## src/rtl/mem_port_arbiter.sv

```systemverilog
// Arbitrates the single-ported instruction/data memory between fetch (IF) and data (MEM) accesses.
// Data accesses take priority over fetch. Each grant runs one req/ack transaction with an optional timeout abort.
//
// state   | meaning
// --------+-----------------------------------------------------------
// S_IDLE  | no transaction outstanding; grant is decided at this cycle's end
// S_DATA  | data load/store outstanding on the memory port
// S_FETCH | instruction fetch outstanding on the memory port
module mem_port_arbiter #(
    parameter int TIMEOUT = 16
) (
    input  logic        clk,
    input  logic        reset,
    input  logic        if_req,
    input  logic [31:0] if_addr,
    output logic [31:0] if_rdata,
    output logic        if_valid,
    input  logic        dm_read,
    input  logic        dm_write,
    input  logic [31:0] dm_addr,
    input  logic [31:0] dm_wdata,
    input  logic [2:0]  dm_funct3,
    output logic [31:0] dm_rdata,
    output logic        dm_done,
    output logic        stall_if,
    output logic        stall_mem,
    output logic        mem_req,
    output logic        mem_we,
    output logic [31:0] mem_addr,
    output logic [31:0] mem_wdata,
    output logic [2:0]  mem_funct3,
    input  logic        mem_ack,
    input  logic [31:0] mem_rdata,
    output logic        bus_err
);

    localparam int CW = (TIMEOUT > 0) ? $clog2(TIMEOUT + 1) : 1;
    localparam bit TO_EN = (TIMEOUT > 0);
    localparam logic [CW-1:0] TO_LAST = CW'((TIMEOUT > 0) ? TIMEOUT - 1 : 0);

    typedef enum logic [1:0] {S_IDLE, S_DATA, S_FETCH} state_t;

    state_t        r_state;
    logic [CW-1:0] r_cnt;
    logic          r_mem_req;
    logic          r_mem_we;
    logic [31:0]   r_mem_addr;
    logic [31:0]   r_mem_wdata;
    logic [2:0]    r_mem_funct3;
    logic          r_dm_done;
    logic [31:0]   r_dm_rdata;
    logic          r_if_valid;
    logic [31:0]   r_if_rdata;
    logic          r_bus_err;

    logic w_data_elig;
    logic w_fetch_elig;
    logic w_timeout;

    // The registered done/valid pulses mask the request that just completed.
    assign w_data_elig  = (dm_read | dm_write) & ~r_dm_done;
    assign w_fetch_elig = if_req & ~r_if_valid;
    assign w_timeout    = TO_EN && (r_cnt == TO_LAST);

    always_ff @(posedge clk or posedge reset) begin
        if (reset) begin
            r_state      <= S_IDLE;
            r_cnt        <= '0;
            r_mem_req    <= 1'b0;
            r_mem_we     <= 1'b0;
            r_mem_addr   <= '0;
            r_mem_wdata  <= '0;
            r_mem_funct3 <= '0;
            r_dm_done    <= 1'b0;
            r_dm_rdata   <= '0;
            r_if_valid   <= 1'b0;
            r_if_rdata   <= '0;
            r_bus_err    <= 1'b0;
        end else begin
            r_dm_done  <= 1'b0;
            r_if_valid <= 1'b0;
            case (r_state)
                S_IDLE: begin
                    r_cnt <= '0;
                    if (w_data_elig) begin
                        r_state      <= S_DATA;
                        r_mem_req    <= 1'b1;
                        r_mem_we     <= dm_write;
                        r_mem_addr   <= dm_addr;
                        r_mem_wdata  <= dm_wdata;
                        r_mem_funct3 <= dm_funct3;
                    end else if (w_fetch_elig) begin
                        r_state      <= S_FETCH;
                        r_mem_req    <= 1'b1;
                        r_mem_we     <= 1'b0;
                        r_mem_addr   <= if_addr;
                        r_mem_wdata  <= '0;
                        r_mem_funct3 <= 3'b010;
                    end
                end
                S_DATA, S_FETCH: begin
                    if (mem_ack || w_timeout) begin
                        r_state   <= S_IDLE;
                        r_mem_req <= 1'b0;
                        r_cnt     <= '0;
                        if (!mem_ack) begin
                            r_bus_err <= 1'b1;
                        end
                        if (r_state == S_DATA) begin
                            r_dm_done  <= 1'b1;
                            r_dm_rdata <= (mem_ack && !r_mem_we) ? mem_rdata : 32'h0;
                        end else begin
                            r_if_valid <= 1'b1;
                            r_if_rdata <= mem_ack ? mem_rdata : 32'h0;
                        end
                    end else begin
                        r_cnt <= r_cnt + 1'b1;
                    end
                end
                default: r_state <= S_IDLE;
            endcase
        end
    end

    assign mem_req    = r_mem_req;
    assign mem_we     = r_mem_we;
    assign mem_addr   = r_mem_addr;
    assign mem_wdata  = r_mem_wdata;
    assign mem_funct3 = r_mem_funct3;
    assign dm_done    = r_dm_done;
    assign dm_rdata   = r_dm_rdata;
    assign if_valid   = r_if_valid;
    assign if_rdata   = r_if_rdata;
    assign bus_err    = r_bus_err;

    assign stall_mem = (dm_read | dm_write) & ~r_dm_done;
    assign stall_if  = stall_mem | (if_req & ~r_if_valid);

endmodule

```

## config.mk

```make
export PLATFORM = sky130hd
export DESIGN_NAME = mem_port_arbiter
export DESIGN_NICKNAME = d
export VERILOG_FILES = /design/src/rtl/mem_port_arbiter.sv
export SDC_FILE = /design/constraint.sdc
export NUM_CORES = 1
export LEC_CHECK = 0
export ABC_AREA = 1
export CAP_MARGIN = 20
export CORE_MARGIN = 3
export CORE_UTILIZATION = 28
export CTS_BUF_LIST = sky130_fd_sc_hd__clkbuf_4
export DETAILED_ROUTE_END_ITERATION = 8
export PLACE_DENSITY = 0.62
export SLEW_MARGIN = 20
export SYNTH_ARGS = -nofsm -noshare
export SYNTH_HDL_FRONTEND = slang
export SYNTH_SLANG_ARGS = --single-unit
```

## constraint.sdc

```tcl
create_clock -name clk -period 6.25 [get_ports clk]
set_clock_uncertainty 0.2 [all_clocks]
set_input_delay 0.9375 -clock clk [delete_from_list [all_inputs] [get_ports clk]]
set_output_delay 0.9375 -clock clk [all_outputs]
set_load 0.005 [all_outputs]
```

==> results.ini <==
[final_layout]
seq_area_um2=3580
antenna-diode-count=0
drive_above_1_share_pct=10.5
fin_area_um2=9680
finalNetCount=1143
multi_input_area_um2=2440
syn_to_final_growth_pct=48.8
fillerInstances=2251

[setup_path]
cp.arrival_ps=2340
required_ps=5110
setup.worst_path.class=primary input to output pin
cp-end-kind=output pin
crit_fanout=7
crit_path_start_kind=primary input

[synth]
syn_nets=887
synth_seq_cells=143
synth_ff_type=dfrtp_1
netlist_area_um2=6500
synth.avg_cell_area_um2=8.73
synthArstFlopShare_pct=100
syn_inst=745
ys_warn_count=0
synth.distinct_cells=26
yosysSeqAreaShare_pct=55.0
synth_edf_count=0

[global_route]
antenna_found_initial=0
gr-total-overflow=0
grt_max_degree=96
grt_pass1_vias=5672
grt_usage_pct=15.3
grt_pass1_wl_mm=30.3

[clock_network]
hold_buffers=0
cts_tree=built
clock-sinks=143
numCtsBuffers=17
cts_buffer_depth=2
htree_levels=4
postCtsSetupBuffers=0
cts_resized=0
cts_root_buf=clkbuf_4
clk_latency_ps=510
path_clk_slew_ps=110

[floorplanning]
fp.dieArea_um2=25100
die_w_um=158
start_util_pct=28.6
core_area_um2=22700
fp-row-count=55
io_pins=275
die_h_um=158

[routing]
first_pass_iters=4
drt-total-wl_mm=19.9
drc=0
drt_iter0_drc=239
vias=5657
vias_per_cell=4.36
postRouteAntennaNets=0
routedWlPerCell_um=15.3

[sta]
fin_crit_sh_pct=55.6
slew_headroom_pct=34.0
setup-violations-final=0
drv_slew=0
fmax_mhz=288
min_period_ps=3480
rsz0062_at_grt=no
hold_viol=0
finalSetupTns_ps=0
tightest_slew_ps=989

[pwr]
peakVddDrop_mv=0.215
combPwrFrac_pct=47.7
switchingPower_mw=1.56
swShare_pct=36.6
seqPwrFrac_pct=36.3
p_clk_share_pct=16.0
leakagePower_nw=4.46
power.internal_mw=2.70
p_per_area_nw_per_um2=440

[placement]
dp_hpwl_mm=13.4
placed_cell_area_um2=9350
io_buffer_count=274
routabilityCongestion=0.739

[outcome]
outcome=complete, no violations

[flow_run]
cap_violations=0

[min_path]
min-delay-path-class=flop to flop

metrics by stage:
step,cells,total power [mW],hold WS (ps),util (%),setup WS [ps]
final,1298,4.26,280,42.6,2770
after global routing,1298,4.63,315,42.6,2620
after CTS,1298,4.35,286,42.6,2680
after detailed placement,1267,3.64,258,41.2,2720
after global placement,1267,3.60,254,41.2,2750
after floorplan,745,2.53,252,-,1270
worst paths after layout:
check | depth (start not counted) | slack (ps) | from | end
worst min register to register | 2 | 280 | mem_wdata[4] | mem_wdata[4]
worst min-delay path | 2 | 280 | mem_wdata[4] | mem_wdata[4]
min in group asynchronous | 2 | 740 | reset | mem_wdata[11]
max in group asynchronous | 3 | 3910 | reset | mem_addr[17]
worst max register to register | 8 | 3770 | r_cnt[0] | if_rdata[7]
worst max-delay path | 4 | 2770 | dm_write | stall_if
cells in the mapped netlist, types with 3 or more instances:
| master | instances | area, um^2 |
|---|---|---|
| o21ai_0 | 6 | 30.0 |
| o21ai_1 | 3 | 15.0 |
| nor2_1 | 37 | 139 |
| o21ai_2 | 28 | 245 |
| inv_2 | 3 | 11.3 |
| clkbuf_1 | 4 | 15.0 |
| nand2_1 | 317 | 1190 |
| dfrtp_1 | 143 | 3580 |
| inv_1 | 46 | 173 |
| ha_1 | 5 | 62.6 |
| nand3_1 | 40 | 200 |
| buf_2 | 24 | 120 |
| buf_6 | 12 | 135 |
| nand3_2 | 27 | 270 |
| a21oi_1 | 34 | 170 |
kinds of logic (layout without fill, tap and decap cells):
group	count (synthesis)	in the layout	synth area share [%]
compound gates	73	73	7.33
fa+ha+maj	5	5	0.962
flops	143	143	55.0
xor+xnor	1	1	0.135
buf+inv	93	361	7.68
simple gates	430	430	28.8
registers in the layout, indices dropped and copies added, names as in the netlist:
signal      flops
bus_err         1
mem_funct3      3
mem_we          1
if_rdata       32
if_valid        1
dm_done         1
r_state         2
dm_rdata       32
r_cnt           5
mem_req         1
mem_wdata      32
mem_addr       32
cell usage in the layout, fill, tap and decap left out, types with 3 or more instances in the layout:
cell             instances
nand2_1                316
inv_2                    3
nand2_2                  3
o21ai_1                  3
clkdlybuf4s50_1        273
inv_1                   45
dfrtp_1                143
clkbuf_4                18
nand3_1                 40
a21oi_1                 34
ha_1                     5
nor2_1                  37
clkinv_4                 5
buf_4                    7
o21ai_2                 27
o21ai_0                  6
nor2_4                   3
bufinv_16                4
nand3_2                 27
power by group through the flow:
stage | clock [mW] | sequential (mW) | combinational (mW)
CTS | 0.715 | 1.55 | 2.08
floorplan | 0 | 1.59 | 0.945
detailed placement | 0 | 1.56 | 2.07
finish | 0.684 | 1.55 | 2.03
global placement | 0 | 1.55 | 2.05
global route | 0.757 | 1.60 | 2.27
layout make-up:
class                           instances  share of cell area [%]
Tap cell                              285                    3.69
Inverter                               49                    1.95
Sequential cell                       143                    37.0
Clock buffer                           18                    1.40
Clock inverter                         13                    1.95
Multi-Input combinational cell        509                    25.2
Timing Repair Buffer                  281                    28.8
critical path, cell delays in order:
cell             delay, ps
clkdlybuf4s50_1        470
o21ai_4                340
nand2_2                120
clkdlybuf4s50_1        470
routing by layer:
layer,track usage [%],part of all wire [%]
met2,25.1,45
met3,7.39,11
met1,18.4,43
met4,3.36,0.75
met5,0,0
Note: power is estimated with default switching activity, not from simulation.
